**src/rtl/alu_pkg.sv**
```systemverilog
// Shared constants, instruction field layout and FSM state type for the ALU issue controller.
package alu_pkg;

  localparam int DATA_W   = 8;
  localparam int OP_W     = 4;
  localparam int NUM_REGS = 4;

  // Op codes
  localparam logic [OP_W-1:0] ALU_ADD = 4'd0;
  localparam logic [OP_W-1:0] ALU_SUB = 4'd1;
  localparam logic [OP_W-1:0] ALU_AND = 4'd2;
  localparam logic [OP_W-1:0] ALU_OR  = 4'd3;
  localparam logic [OP_W-1:0] ALU_SLT = 4'd4;
  localparam logic [OP_W-1:0] ALU_XOR = 4'd5;
  localparam logic [OP_W-1:0] OP_LDI  = 4'd8;

  // Instruction field bit positions
  localparam int OP_HI  = 15;
  localparam int OP_LO  = 12;
  localparam int RD_HI  = 11;
  localparam int RD_LO  = 10;
  localparam int RS1_HI = 9;
  localparam int RS1_LO = 8;
  localparam int RS2_HI = 7;
  localparam int RS2_LO = 6;
  localparam int IMM_HI = 7;
  localparam int IMM_LO = 0;

  typedef enum logic [1:0] {
    ST_IDLE,
    ST_DECODE,
    ST_EXEC,
    ST_WB
  } state_t;

  // ALU ops occupy the contiguous range ADD..XOR
  function automatic logic is_alu_op(input logic [OP_W-1:0] op);
    return op <= ALU_XOR;
  endfunction

endpackage

```
**src/rtl/alu_regfile.sv**
```systemverilog
// Small register file: async reset to zero, two combinational read ports,
// a combinational debug read port and one synchronous write port.
module alu_regfile
  import alu_pkg::*;
#(
  parameter int NREGS = NUM_REGS,
  parameter int DW    = DATA_W,
  parameter int AW    = $clog2(NREGS)
) (
  input  logic          clk,
  input  logic          rst,
  input  logic          we,
  input  logic [AW-1:0] waddr,
  input  logic [DW-1:0] wdata,
  input  logic [AW-1:0] raddr1,
  output logic [DW-1:0] rdata1,
  input  logic [AW-1:0] raddr2,
  output logic [DW-1:0] rdata2,
  input  logic [AW-1:0] dbg_sel,
  output logic [DW-1:0] dbg_data
);

  logic [NREGS-1:0][DW-1:0] regs;

  // Storage: cleared on reset, single write port
  always_ff @(posedge clk or posedge rst) begin
    if (rst)     regs        <= '0;
    else if (we) regs[waddr] <= wdata;
  end

  assign rdata1   = regs[raddr1];
  assign rdata2   = regs[raddr2];
  assign dbg_data = regs[dbg_sel];

endmodule

```
**src/rtl/alu_issue_ctrl.sv**
```systemverilog
// Issue controller: accepts one instruction at a time, reads operands,
// drives the external combinational ALU and writes its result back.
module alu_issue_ctrl
  import alu_pkg::*;
#(
  parameter int DATA_W   = alu_pkg::DATA_W,
  parameter int OP_W     = alu_pkg::OP_W,
  parameter int NUM_REGS = alu_pkg::NUM_REGS
) (
  input  logic              clk,
  input  logic              rst,
  input  logic              instr_valid,
  output logic              instr_ready,
  input  logic [15:0]       instr,
  output logic [DATA_W-1:0] alu_a,
  output logic [DATA_W-1:0] alu_b,
  output logic [OP_W-1:0]   alu_op,
  input  logic [DATA_W-1:0] alu_out,
  output logic              done,
  output logic              illegal,
  input  logic [1:0]        dbg_sel,
  output logic [DATA_W-1:0] dbg_data
);

  localparam int AW = $clog2(NUM_REGS);

  state_t            state, state_nxt;
  logic [15:0]       ir;
  logic [DATA_W-1:0] result;
  logic [DATA_W-1:0] rdata1, rdata2;
  logic              illegal_q;

  logic [OP_W-1:0] ir_op;
  logic            op_alu, op_ldi;

  assign ir_op  = ir[OP_HI:OP_LO];
  assign op_alu = is_alu_op(ir_op);
  assign op_ldi = (ir_op == OP_LDI);

  assign instr_ready = (state == ST_IDLE);
  assign done        = (state == ST_WB);
  assign illegal     = illegal_q;

  // State register
  always_ff @(posedge clk or posedge rst) begin
    if (rst) state <= ST_IDLE;
    else     state <= state_nxt;
  end

  // Next-state: ALU ops take the EXEC detour, LDI skips it, illegal ops bail out
  always_comb begin
    state_nxt = state;
    case (state)
      ST_IDLE:   if (instr_valid) state_nxt = ST_DECODE;
      ST_DECODE: begin
        if (op_alu)      state_nxt = ST_EXEC;
        else if (op_ldi) state_nxt = ST_WB;
        else             state_nxt = ST_IDLE;
      end
      ST_EXEC:   state_nxt = ST_WB;
      ST_WB:     state_nxt = ST_IDLE;
      default:   state_nxt = ST_IDLE;
    endcase
  end

  // Datapath: instruction latch, ALU operand registers, result register, illegal flag
  always_ff @(posedge clk or posedge rst) begin
    if (rst) begin
      ir        <= '0;
      alu_a     <= '0;
      alu_b     <= '0;
      alu_op    <= '0;
      result    <= '0;
      illegal_q <= 1'b0;
    end else begin
      // Pulse for exactly the IDLE cycle following a rejected decode
      illegal_q <= (state == ST_DECODE) && !op_alu && !op_ldi;
      case (state)
        ST_IDLE:   if (instr_valid) ir <= instr;
        ST_DECODE: begin
          if (op_alu) begin
            alu_a  <= rdata1;
            alu_b  <= rdata2;
            alu_op <= ir_op;
          end else if (op_ldi) begin
            result <= ir[IMM_HI:IMM_LO];
          end
        end
        ST_EXEC:   result <= alu_out;
        default:   ;
      endcase
    end
  end

  alu_regfile #(
    .NREGS (NUM_REGS),
    .DW    (DATA_W),
    .AW    (AW)
  ) u_rf (
    .clk      (clk),
    .rst      (rst),
    .we       (state == ST_WB),
    .waddr    (ir[RD_HI:RD_LO]),
    .wdata    (result),
    .raddr1   (ir[RS1_HI:RS1_LO]),
    .rdata1   (rdata1),
    .raddr2   (ir[RS2_HI:RS2_LO]),
    .rdata2   (rdata2),
    .dbg_sel  (dbg_sel),
    .dbg_data (dbg_data)
  );

endmodule
```
**config.mk**
```make
export PLATFORM = sky130hd
export DESIGN_NAME = alu_issue_ctrl
export DESIGN_NICKNAME = d
export VERILOG_FILES = /design/src/rtl/alu_pkg.sv /design/src/rtl/alu_regfile.sv /design/src/rtl/alu_issue_ctrl.sv
export SDC_FILE = /design/constraint.sdc
export NUM_CORES = 1
export LEC_CHECK = 0
export ABC_AREA = 1
export BUFFER_PORTS_ARGS = -buffer_cell sky130_fd_sc_hd__clkbuf_2
export CORE_ASPECT_RATIO = 0.75
export CORE_UTILIZATION = 57
export CTS_CLUSTER_DIAMETER = 200
export DETAILED_ROUTE_END_ITERATION = 6
export GPL_TIMING_DRIVEN = 0
export PLACE_DENSITY = 0.84
export SYNTH_ARGS = -nofsm -noshare
export SYNTH_HDL_FRONTEND = slang
export SYNTH_SLANG_ARGS = --single-unit
```
**constraint.sdc**
```tcl
create_clock -name clk -period 2.45 [get_ports clk]
set_input_delay 0.1225 -clock clk [delete_from_list [all_inputs] [get_ports clk]]
set_output_delay 0.1225 -clock clk [all_outputs]
set_load 0.005 [all_outputs]
```
==> run_results.csv, run 1 <==
group,metric,value,unit
global_routing,grt_remaining_overflow,0,
place,dpl_cell_area,4480,sq um
die,die_x,99.4,um
sta,finClkSkew,13.2,ps
critical_path,reg2regPathDepth,6,
final_layout,multi_input_area,1730,sq um
final_layout,fill_cells,574,
global_routing,grt_max_degree,66,
logic_synthesis,netlist_area,4060,sq um
detailed_routing,wl_met1,4510,um
critical_path,worstPathRequired,2330,ps
clock_network,path_clk_slew,70,ps
global_routing,antenna_found_initial,0,
run_status,outcome,"completed",
sta,finalHoldViolCount,0,
sta,finalCritPeriodShare,67.2,%
logic_synthesis,avgSynthCellArea,7.41,sq um
detailed_routing,wl_met3,699,um
place,dp_cells,690,
worst_hold_path,hold_class,"in2reg",
die,fp.coreArea,6830,sq um
detailed_routing,detail_route.wl_per_cell,14.6,um
sta,fin_hold_ws,21.3,ps
clock_network,cts.sinks,79,
final_layout,final_core_util,70.2,%
sta,slew_violations,0,
detailed_routing,drc,0,
final_layout,mostFrequentLayoutCells,"nand2_1, dfrtp_1, nand3_1",
power,leakage,2.66,nW
clock_network,clkLatencyLatePin,360,ps
final_layout,fin_cells,715,
sta,fmax,0.608,GHz
sta,fin_crit,1650,ps
final_layout,drive_gt1_share,16.3,%
detailed_routing,vias,3943,
logic_synthesis,ys_seq_area_share,48.8,%
critical_path,critPathKind,"reg2out",
critical_path,cp-end-kind,"output pin",
logic_synthesis,ys_warn_count,0,
global_routing,grt_pass1_wl,17200,um
logic_synthesis,syn_inst,547,
global_routing,grt_usage,30.4,%
clock_network,cts_made_buffers,9,
place,io_buffer_count,58,
critical_path,path_max_fanout,10,
clock_network,tritoncts,"yes",
logic_synthesis,ys_types,23,
power,powerDensity,1270,nW/um^2
sta,fin_setup_tns,0,ps
critical_path,r2r_setup_slack,880,ps
logic_synthesis,synthFlopType,"dfrtp_1",
final_layout,regArea,1980,sq um
place,gp_congestion,0.944,
final_layout,layout_commonest_cell,"nand2_1",
sta,final-setup-viol-count,0,
clock_network,cts_setup_buffers,0,
die,io_pins,60,
logic_synthesis,synth-async-reset-ratio,100,%
clock_network,cts_buffer_depth,2,
sta,rsz0062_at_grt,"false",
die,die-area,7460,sq um
worst_hold_path,min_to,"ir[12]",
clock_network,cts-root-buf,"clkbuf_8",
place,dp_hpwl,7550,um
detailed_routing,dr_wl_met2,5020,um
logic_synthesis,syn-num-nets,576,
die,start_util,59.4,%
die,die_h,75.0,um
global_routing,grt_pass1_vias,3707,
power,ir_worst_vdd,0.000583,V
detailed_routing,firstDrtPassIters,6,
critical_path,r2r_end,"alu_a[3]",
detailed_routing,totalWireLength,10400,um
job,maxCapViolations,0,
sta,tightest_slew,460,ps
logic_synthesis,synth_edf_count,0,
final_layout,nets,655,
logic_synthesis,ys_seq_elements,79,
critical_path,start_kind,"flip-flop",
detailed_routing,drt_iter0_drc,384,
detailed_routing,routed.top_layer,"met4",
clock_network,htreeDepth,3,
final_layout,finalInstanceArea,4790,sq um
final_layout,area_growth,18.2,%
worst_hold_path,hold_depth,3,
die,row_count,26,
detailed_routing,postRouteAntennaNets,0,
worst_hold_path,hp-start,"instr[12]",
detailed_routing,viasPerCell,5.51,
sta,relSlewSlack,69.3,%
critical_path,arrival,1520,ps
final_layout,diodes,0,
critical_path,reg2reg_from,"ir[9]",
## critical path: stages (launching register included)
cell and delay [ps]:
dfrtp_1 450, nor2_1 170, clkbuf_1 360, clkbuf_2 190
## stage by stage
step / setup WS [ps] / power, W
2_1_floorplan: 304 / 0.00411
3_3_place_gp: -556 / 0.00482
3_5_place_dp: 982 / 0.00495
4_1_cts: 816 / 0.00606
5_1_grt: 681 / 0.00658
6_report: 804 / 0.00609
## area by class of cell
| class | count | area share (%) |
|---|---|---|
| Inverter | 53 | 4.28 |
| Timing Repair Buffer | 68 | 8.51 |
| Sequential cell | 79 | 41.2 |
| Buffer | 26 | 3.13 |
| Clock inverter | 3 | 1.36 |
| Clock buffer | 13 | 3.31 |
| Multi-Input combinational cell | 389 | 36.0 |
| Tap cell | 84 | 2.19 |
## layer usage
layer | vias up | global-route usage (%)
met5 | - | 0
met4 | 0 | 13.4
met3 | 22 | 6.50
li1 | 1884 | -
met2 | 179 | 50.2
met1 | 1858 | 39.6
## power by group
group	internal, W	total [W]	leakage (nW)	switching [W]
logic	0.000956	0.00276	1.54	0.00180
clock network	0.000629	0.00109	0.114	0.000456
registers	0.00185	0.00224	0.997	0.000397
total	0.00343	0.00609	2.66	0.00265
## synth_stat cells (5+ instances only)
cell type  number  area, sq um
a21oi_1        15         75.1
buf_2           9         45.0
buf_4           5         37.5
clkbuf_1        9         33.8
dfrtp_1        79         1980
inv_1          45          169
nand2_1       238          893
nand3_1        66          330
nor2_1         13         48.8
o211ai_1        8         60.1
o21ai_0        36          180
## cell families after synthesis
logic type	count (synthesis)	synth area share, %
simple gates	326	34.3
flops	79	48.8
compound gates	63	8.27
buf+inv	79	8.70
## sequential cells by signal, indices dropped and copies added, names as in the netlist, named ones only
signal	flops
alu_op	4
u_rf.regs	32
ir	16
alu_a	8
illegal	1
alu_b	8
state	1
result	8
## what timing repair did
item | in CTS | in global routing
endpoints found under the hold margin | 22 | 0
resized for setup | 0 | 0
hold buffers | 9 | 0
## how the worst max path moves through the flow
| stage | from | to | slack [ps] | cells after the start |
|---|---|---|---|---|
| 2_1_floorplan | rst | asynchronous set/reset pin | 300 | 1 |
| 3_3_place_gp | rst | alu_b[0] | -560 | 2 |
| 3_5_place_dp | ir[9] | alu_a[6] | 980 | 6 |
| 4_1_cts | flip-flop | instr_ready | 820 | 3 |
| 5_1_grt | ir[9] | alu_a[1] | 680 | 6 |
| 6_report | flip-flop | instr_ready | 800 | 3 |
(Power assumes the default switching activity.)
==> run 2, diff against run 1 <==
Settings changed: ABC_AREA 1 to 0, CORE_UTILIZATION 57 to 56, PLACE_DENSITY 0.84 to 0.83.
Clock period 2.45 ns to 1.6 ns, I/O delays scaled along.
==> run_results.csv, run 2 <==
group,metric,value,unit
detailed_routing,routed.top_layer,"met4",
detailed_routing,postRouteAntennaNets,0,
detailed_routing,viasPerCell,5.74,
die,die_x,95.4,um
worst_hold_path,hold_depth,3,
critical_path,critPathKind,"reg2reg",
global_routing,grt_usage,24.3,%
clock_network,clkLatencyLatePin,350,ps
logic_synthesis,ys_warn_count,0,
logic_synthesis,synthFlopType,"dfrtp_1",
logic_synthesis,synth-async-reset-ratio,100,%
clock_network,tritoncts,"yes",
logic_synthesis,ys_seq_elements,79,
place,gp_congestion,0.726,
die,die_h,72.1,um
clock_network,cts_buffer_depth,2,
logic_synthesis,synth_edf_count,0,
die,start_util,58.0,%
final_layout,diodes,0,
die,fp.coreArea,6320,sq um
job,maxCapViolations,0,
logic_synthesis,ys_top_cells_by_count,"mux2_2, dfrtp_1, mux4_2",
final_layout,area_growth,25.4,%
critical_path,reg2reg_from,"ir[13]",
logic_synthesis,synth_area_leader_cell,"dfrtp_1",
sta,finalCritPeriodShare,107,%
logic_synthesis,ys_seq_area_share,53.9,%
critical_path,reg2regPathDepth,4,
power,leakage,2.08,nW
global_routing,grt_max_degree,45,
final_layout,finalInstanceArea,4600,sq um
power,p_total,0.00924,W
detailed_routing,wl_met3,469,um
critical_path,cp-end-kind,"flip-flop",
die,row_count,25,
clock_network,cts_made_buffers,9,
detailed_routing,drc,0,
detailed_routing,vias,2275,
place,dpl_worst_slack,-169,ps
logic_synthesis,avgSynthCellArea,16.7,sq um
sta,final-setup-viol-count,12,
final_layout,nets,339,
detailed_routing,firstDrtPassIters,4,
critical_path,start_kind,"flip-flop",
critical_path,arrival,1940,ps
final_layout,mostFrequentLayoutCells,"dfrtp_1, mux2_2, clkbuf_2",
global_routing,antenna_found_initial,0,
clock_network,path_clk_slew,80,ps
logic_synthesis,synth.most_common_cell,"mux2_2",
place,dpl_cell_area,4080,sq um
detailed_routing,detail_route.wl_per_cell,18.5,um
logic_synthesis,syn-num-nets,248,
sta,fin_setup_tns,-822,ps
sta,finClkSkew,9.23,ps
place,io_buffer_count,57,
logic_synthesis,synth_area_leaders,"dfrtp_1, mux2_2, mux4_2",
logic_synthesis,syn_inst,219,
global_routing,grt_pass1_vias,2387,
critical_path,r2r_setup_slack,-110,ps
logic_synthesis,netlist.area_leader.share,53.9,%
final_layout,top_regs,"u_rf.regs x32, ir x16",
sta,tightest_slew,765,ps
sta,final.setup.worst_slack,-110,ps
final_layout,largest_reg_flops,32,
global_routing,grt_pass1_wl,11900,um
critical_path,path_max_fanout,8,
run_status,outcome,"finished with violations",
sta,relSlewSlack,48.9,%
critical_path,r2r_end,"result[2]",
logic_synthesis,ys_types,22,
sta,fin_hold_ws,41.2,ps
sta,slew_violations,0,
die,io_pins,60,
power,powerDensity,2010,nW/um^2
worst_hold_path,hold_class,"in2reg",
final_layout,layout_commonest_cell,"dfrtp_1",
sta,finalHoldViolCount,0,
power,ir_worst_vdd,0.00103,V
sta,rsz0062_at_grt,"true",
detailed_routing,wl_met1,3160,um
detailed_routing,drt_iter0_drc,124,
clock_network,htreeDepth,3,
detailed_routing,totalWireLength,7310,um
critical_path,worstPathRequired,1830,ps
clock_network,cts.sinks,79,
worst_hold_path,min_to,"state[0]",
sta,fmax,0.585,GHz
global_routing,grt_remaining_overflow,0,
final_layout,drive_gt1_share,64.1,%
detailed_routing,dr_wl_met2,3640,um
logic_synthesis,netlist_area,3670,sq um
final_layout,top_register,"u_rf.regs",
place,dp_hpwl,4750,um
worst_hold_path,hp-start,"instr_valid",
run_status,violations,"negative setup slack",
clock_network,cts-root-buf,"clkbuf_8",
sta,fin_crit,1710,ps
die,die-area,6880,sq um
-- run 2: cell types whose count changed after synthesis, moves of 24 or more --
cell	delta
mux2_2	+83
nand3_1	-65
o21ai_0	-35
nand2_1	-238
inv_1	-44
mux4_2	+24
-- run 2: area by class of cell --
type	instances	area, sq um
fillers	415	1720
multi-input cells	127	1670
plain buffers	9	56.3
repair buffers	83	573
flip-flops and latches	79	1980
clock buffers	13	169
well taps	81	101
inverters	1	7.51
clock inverters	3	40.0
-- run 2: how the worst max path moves through the flow --
| stage | slack, ps | from | end | depth (start not counted) |
|---|---|---|---|---|
| 2_1_floorplan | -40 | ir[12] | result[0] | 3 |
| 3_3_place_gp | -140 | ir[12] | result[7] | 3 |
| 4_1_cts | -120 | ir[13] | result[7] | 4 |
| 6_report | -110 | ir[13] | result[2] | 4 |
| 3_5_place_dp | -170 | ir[12] | result[7] | 3 |
| 5_1_grt | -140 | ir[13] | result[2] | 4 |
-- run 2: cell families after synthesis --
group | Yosys count | share of synthesized area, %
muxes | 107 | 40.2
DFF | 79 | 53.9
and+or+nand+nor | 14 | 2.83
buffers and inverters | 13 | 1.60
AOI/OAI and AO/OA | 6 | 1.43
-- run 2: power breakdown --
part / leakage, nW / switching [W] / internal (W)
Clock: 0.109 / 0.000680 / 0.000845
Sequential: 0.968 / 0.000910 / 0.00296
Combinational: 1.01 / 0.00130 / 0.00255
Total: 2.08 / 0.00289 / 0.00636
-- run 2: metal layers --
layer / vias up / track usage, %
met3: 7 / 6.39
met5: - / 0
met1: 1171 / 32.3
met4: 0 / 8.46
met2: 78 / 39.3
li1: 1019 / -
-- run 2: per-stage QoR --
step | instances | utilization [%]
3_3_place_gp | 357 | 64.2
2_1_floorplan | 219 | -
6_report | 396 | 72.8
5_1_grt | 396 | 72.8
3_5_place_dp | 358 | 64.5
4_1_cts | 394 | 72.2
-- run 2: repair_timing --
action,4_1_cts,5_1_grt
hold endpoints to repair,51,0
resized for setup,11,9
buffers inserted,5,3
pin swaps,2,1
setup endpoints to repair,52,64
hold buffers,17,0
-- run 2: critical path: stages, from the launching register on --
cell and delay (ps):
dfrtp_1 400, or4b_4 580, o21ai_4 160, buf_12 150
mux2_4 300
